[src/rtl/memory_bus_responder_pkg.sv]
// Shared types and constants for the memory bus responder slice.
package memory_bus_responder_pkg;

  localparam int unsigned ADDR_W                 = 16;
  localparam int unsigned DATA_W                 = 8;
  localparam int unsigned DEFAULT_TIMEOUT_CYCLES = 255;

  // Responder FSM states.
  typedef enum logic [1:0] {
    IDLE = 2'd0,
    WAIT = 2'd1,
    RESP = 2'd2
  } state_t;

  // Captured CPU access, driven as-is onto the memory side while waiting.
  typedef struct packed {
    logic              we;
    logic [ADDR_W-1:0] addr;
    logic [DATA_W-1:0] wdata;
  } mem_cmd_t;

endpackage

[src/rtl/memory_bus_responder_timeout.sv]
// bus_timeout_counter: counts wait cycles of one access and flags expiry.
//   clk, rst : clock and synchronous active-high reset
//   clear    : hold the count at zero (asserted whenever no access is waiting)
//   enable   : advance the count by one this cycle
//   expired  : registered; high once TIMEOUT_CYCLES wait cycles have been used
module bus_timeout_counter
  import memory_bus_responder_pkg::*;
#(
  parameter int unsigned TIMEOUT_CYCLES = DEFAULT_TIMEOUT_CYCLES
) (
  input  logic clk,
  input  logic rst,
  input  logic clear,
  input  logic enable,
  output logic expired
);

  // Index of the last permitted wait cycle; a zero timeout behaves as one.
  localparam int unsigned LAST  = (TIMEOUT_CYCLES > 0) ? TIMEOUT_CYCLES - 1 : 0;
  localparam int unsigned CNT_W = (LAST > 0) ? $clog2(LAST + 1) : 1;

  logic [CNT_W-1:0] count;

  // Saturating count; expired is precomputed so it is valid in the cycle
  // the count sits on LAST.
  always_ff @(posedge clk) begin
    if (rst || clear) begin
      count   <= '0;
      expired <= (LAST == 0);
    end else if (enable && !expired) begin
      count   <= count + CNT_W'(1);
      expired <= (count == CNT_W'(LAST - 1));
    end
  end

endmodule

[src/rtl/memory_bus_responder.sv]
// memory_bus_responder: turns single-cycle CPU access requests into a
// req/ack handshake on the memory side, with a wait-cycle timeout.
//   cpu_valid/cpu_write/cpu_addr_hi/cpu_addr_lo/cpu_wdata : CPU access in
//   cpu_rdata, cpu_ready                                   : CPU response
//   mem_req/mem_we/mem_addr/mem_wdata, mem_ack/mem_rdata   : memory handshake
//   bus_error                                              : sticky timeout flag
module memory_bus_responder
  import memory_bus_responder_pkg::*;
#(
  parameter int unsigned        TIMEOUT_CYCLES = DEFAULT_TIMEOUT_CYCLES,
  parameter logic [DATA_W-1:0]  IDLE_RDATA     = 8'hFF
) (
  input  logic              clk,
  input  logic              rst,
  input  logic              cpu_valid,
  input  logic              cpu_write,
  input  logic [7:0]        cpu_addr_lo,
  input  logic [7:0]        cpu_addr_hi,
  input  logic [DATA_W-1:0] cpu_wdata,
  output logic [DATA_W-1:0] cpu_rdata,
  output logic              cpu_ready,
  output logic              mem_req,
  output logic              mem_we,
  output logic [ADDR_W-1:0] mem_addr,
  output logic [DATA_W-1:0] mem_wdata,
  input  logic              mem_ack,
  input  logic [DATA_W-1:0] mem_rdata,
  output logic              bus_error
);

  state_t   state;
  mem_cmd_t cmd_q;
  logic     expired;
  logic     cnt_clear;
  logic     cnt_enable;

  // Counter restarts from zero on every entry to WAIT and only runs there.
  assign cnt_clear  = (state != WAIT);
  assign cnt_enable = (state == WAIT) && !mem_ack;

  bus_timeout_counter #(
    .TIMEOUT_CYCLES (TIMEOUT_CYCLES)
  ) u_timeout (
    .clk     (clk),
    .rst     (rst),
    .clear   (cnt_clear),
    .enable  (cnt_enable),
    .expired (expired)
  );

  // Memory-side command comes straight from the capture register, so it is
  // stable for the whole wait period regardless of the CPU inputs.
  assign mem_we    = cmd_q.we;
  assign mem_addr  = cmd_q.addr;
  assign mem_wdata = cmd_q.wdata;

  // Responder FSM with registered outputs.
  always_ff @(posedge clk) begin
    if (rst) begin
      state     <= IDLE;
      cmd_q     <= '0;
      mem_req   <= 1'b0;
      cpu_ready <= 1'b0;
      cpu_rdata <= '0;
      bus_error <= 1'b0;
    end else begin
      cpu_ready <= 1'b0;
      case (state)
        IDLE: begin
          if (cpu_valid) begin
            cmd_q.we    <= cpu_write;
            cmd_q.addr  <= {cpu_addr_hi, cpu_addr_lo};
            cmd_q.wdata <= cpu_wdata;
            mem_req     <= 1'b1;
            state       <= WAIT;
          end
        end
        WAIT: begin
          // An ack on the expiry cycle takes priority over the timeout.
          if (mem_ack) begin
            if (!cmd_q.we) begin
              cpu_rdata <= mem_rdata;
            end
            mem_req   <= 1'b0;
            cpu_ready <= 1'b1;
            state     <= RESP;
          end else if (expired) begin
            if (!cmd_q.we) begin
              cpu_rdata <= IDLE_RDATA;
            end
            mem_req   <= 1'b0;
            bus_error <= 1'b1;
            cpu_ready <= 1'b1;
            state     <= RESP;
          end
        end
        RESP: begin
          state <= IDLE;
        end
        default: begin
          mem_req <= 1'b0;
          state   <= IDLE;
        end
      endcase
    end
  end

endmodule

[config.mk]
export PLATFORM = sky130hd
export DESIGN_NAME = memory_bus_responder
export DESIGN_NICKNAME = d
export VERILOG_FILES = /design/src/rtl/memory_bus_responder_pkg.sv /design/src/rtl/memory_bus_responder_timeout.sv /design/src/rtl/memory_bus_responder.sv
export SDC_FILE = /design/constraint.sdc
export NUM_CORES = 1
export LEC_CHECK = 0
export ABC_AREA = 1
export CELL_PAD_IN_SITES_DETAIL_PLACEMENT = 1
export CELL_PAD_IN_SITES_GLOBAL_PLACEMENT = 2
export CORE_UTILIZATION = 23
export DETAILED_ROUTE_END_ITERATION = 8
export PLACE_DENSITY = 0.8
export SLEW_MARGIN = 10
export SYNTH_ARGS = -nofsm -noshare
export SYNTH_HDL_FRONTEND = slang
export SYNTH_HIERARCHICAL = 1
export SYNTH_SLANG_ARGS = --single-unit
[constraint.sdc]
create_clock -name clk -period 1.4 [get_ports clk]
set_input_delay 0.21 -clock clk [delete_from_list [all_inputs] [get_ports clk]]
set_output_delay 0.21 -clock clk [all_outputs]
set_load 0.05 [all_outputs]
==> results_dict.tcl <==
set metrics [dict create \
    ys_seq_elements 47 \
    htreeDepth 2 \
    cp-start-kind "flip-flop" \
    synth_area_leaders "dfxtp_1, nor2_1, o21ai_0, nand2_1, inv_1" \
    ys_seq_area_share_pct 48.9 \
    power_leakage_nw 1.35 \
    reg2reg_slack_ns 0.19 \
    synth-async-reset-ratio_pct 0 \
    grt_max_degree 35 \
    hold_violations 0 \
    grt_overflow 0 \
    endpoint "u_timeout/count[5]$_SDFFE_PP0P_" \
    synth_edf_count 0 \
    ctsHoldBuffers 0 \
    grt_usage_pct 13.3 \
    worst_ep_arrival_time_ns 1.41 \
    fmax_mhz 828 \
    p_switching_mw 1.06 \
    clkTransAtPathRegs_ns 0.09 \
    vias 1883 \
    die_w_um 93.5 \
    peakVddDrop_mv 0.360 \
    drc_errors 0 \
    slowest_stage "dfxtp_1" \
    cts_tree "done" \
    synth_area_leader_cell "dfxtp_1" \
    required_ns 1.60 \
    combPwrFrac_pct 30.2 \
    dieArea_um2 8740 \
    postSynthNetCount 301 \
    clkSinkCount 47 \
    timing.rr.end "u_timeout/count[5]$_SDFFE_PP0P_" \
    period_needed_ns 1.21 \
    viasPerCell 4.17 \
    worst_pin_slew_ns 0.237 \
    ys_warn_count 6 \
    syn_area_um2 1930 \
    cts_resized 0 \
    hold_slack_ns 0.519 \
    multi_input_area_um2 821 \
    avgRoutedWirePerCell_um 11.7 \
    place_hpwl_um 4060 \
    chipHeight_um 93.5 \
    timing.rr.start "state[1]$_SDFFE_PP0P_" \
    seq_area_um2 942 \
    powerDensity_nw_per_um2 1010 \
    yosys.cell_count.top_type "nor2_1" \
    setup_violations 0 \
    critical-path-max-stage-delay_ns 0.33 \
    seq_power_share_pct 45.5 \
    min_period_over_period_pct 86.2 \
    portBuffers 72 \
    max_cap_viol_count 0 \
    syn_inst 262 \
    diodes 0 \
    fin_skew_ns 0.00407 \
    cts_setup_buffers 0 \
    antenna_left 0 \
    numCtsBuffers 5 \
    max_slew_margin_pct 84.2 \
    grt_pass1_vias 1905 \
    path_max_fanout 6 \
    fp-row-count 33 \
    synth_top_area_share_pct 48.9 \
    gp_congestion 0.742 \
    synth.distinct_cells 23 \
    ys.flop_type "dfxtp_1" \
    placed_cells 444 \
    fillCellCount 977 \
    area_growth_pct 71.0 \
    synth_commonest_cells "nor2_1, dfxtp_1, nand2_1" \
    antenna_found_initial 0 \
    path_cells "inv_2, nand2_2, nor2_4, nand3_2, nor2_4, nand3_1, nand2_1, nor2_1" \
    drt-pass1-iter-count 4 \
    layoutNonFillerInstCount 452 \
    clk_latency_ns 0.30 \
    io-pin-count 73 \
    drive_gt1_share_pct 20.7 \
    start_util_pct 23.6 \
    cts_buffer_depth 2 \
    rsz0062_at_grt "false" \
    num-nets-final 385 \
    syn_area_per_cell_um2 7.35 \
    grt_pass1_wl_um 8940 \
    swShare_pct 31.9 \
    critPathCaptureType "flip-flop" \
    hp-class "in -> reg" \
    ctsRootBufferMaster "clkbuf_8" \
    p_int_mw 2.26 \
    coreArea_um2 8180 \
    path_class "reg -> reg" \
    path_common_cell "nor2_4" \
    slew_violations 0 \
    routed_wirelength_um 5300 \
    drt_iter0_drc 18 \
    crit_path_start "state[1]$_SDFFE_PP0P_" \
    status "finished clean" \
    reg2regPathDepth 8 \
    power_frac_clock_pct 24.3 \
    finalSetupTns_ns 0 \
]
[worst max-delay path: cells and delay by family, from the launching register on]
kind                   cells  cell delay (ns)
buffers and inverters      1             0.08
AND/OR/NAND/NOR            7             0.70
flip-flops                 1             0.33
[through the flow]
| step | setup slack, ns | util [%] | total power [mW] | cell area [um2] |
|---|---|---|---|---|
| finish | 0.193 | 40.3 | 3.32 | 3290 |
| CTS | 0.0141 | 40.1 | 3.40 | 3280 |
| detailed placement | -0.182 | 39.1 | 2.56 | 3200 |
| global placement | -0.121 | 39.1 | 2.54 | 3200 |
| floorplan | 0.168 | - | 2.00 | 1930 |
| global route | 0.0433 | 40.3 | 3.51 | 3290 |
[sequential cells by signal, summed over array words and instances (netlist names)]
signal / count
u_timeout/expired: 1
mem_addr: 16
bus_error: 1
mem_wdata: 8
mem_req: 1
u_timeout/count: 8
state: 2
cpu_rdata: 8
cpu_ready: 1
mem_we: 1
[worst min-delay path by stage]
stage          slack, ns  cells after the start                              end                            start
2_1_floorplan       0.28                      1           bus_error$_SDFFE_PP0P_                              rst
3_3_place_gp        0.50                      2  u_timeout/count[7]$_SDFFE_PP0P_  u_timeout/count[7]$_SDFFE_PP0P_
3_5_place_dp        0.52                      2  u_timeout/count[7]$_SDFFE_PP0P_  u_timeout/count[7]$_SDFFE_PP0P_
4_1_cts             0.50                      3              mem_we$_SDFFE_PP0P_                        cpu_write
5_1_grt             0.53                      3        mem_wdata[0]$_SDFFE_PP0P_                     cpu_wdata[0]
6_report            0.52                      3              mem_we$_SDFFE_PP0P_                        cpu_write
[layout by cell type, fill, tap and decap left out, drive strengths merged, types with 2 or more instances in the layout]
cell type / count
clkbuf: 6
ha: 2
clkdlybuf4s50: 36
a21oi: 6
nand2: 32
dfxtp: 47
inv: 29
nand3: 15
nor3: 2
buf: 48
o21ai: 27
clkinv: 2
nor2: 92
[metal layers]
metal  share of wire [%]  wire length (um)  up-vias  GRT usage, %
li1                    -                 -      976             -
met1                  46              2420      860          15.8
met2                  48              2520       41          22.5
met3                 5.1               271        6          4.07
met4                 1.5                79        0          5.00
met5                   0                 0        -             0
[area by class of cell]
cell class / instances / area share (%)
Clock buffer: 6 / 2.20
Clock inverter: 2 / 0.380
Inverter: 30 / 3.57
Multi-Input combinational cell: 178 / 24.9
Sequential cell: 47 / 28.6
Tap cell: 105 / 3.99
Timing Repair Buffer: 84 / 36.3
[cells by family (layout without fill, tap and decap cells)]
logic type | Yosys count | in the layout | synth area share (%)
AND/OR/NAND/NOR | 142 | 142 | 31.6
buffers and inverters | 37 | 122 | 9.16
AO/OA/AOI/OAI | 33 | 33 | 8.58
flip-flops | 47 | 47 | 48.9
XOR/XNOR | 1 | 1 | 0.455
adder cells (fa/ha/maj) | 2 | 2 | 1.30
[power groups by stage]
stage	clock (mW)	sequential (mW)	combinational, mW
2_1_floorplan	0	1.77	0.222
3_3_place_gp	0	1.54	0.997
5_1_grt	0.918	1.52	1.07
4_1_cts	0.871	1.51	1.01
6_report	0.808	1.51	1.00
3_5_place_dp	0	1.54	1.01
Power figures use the tool's default switching activity.
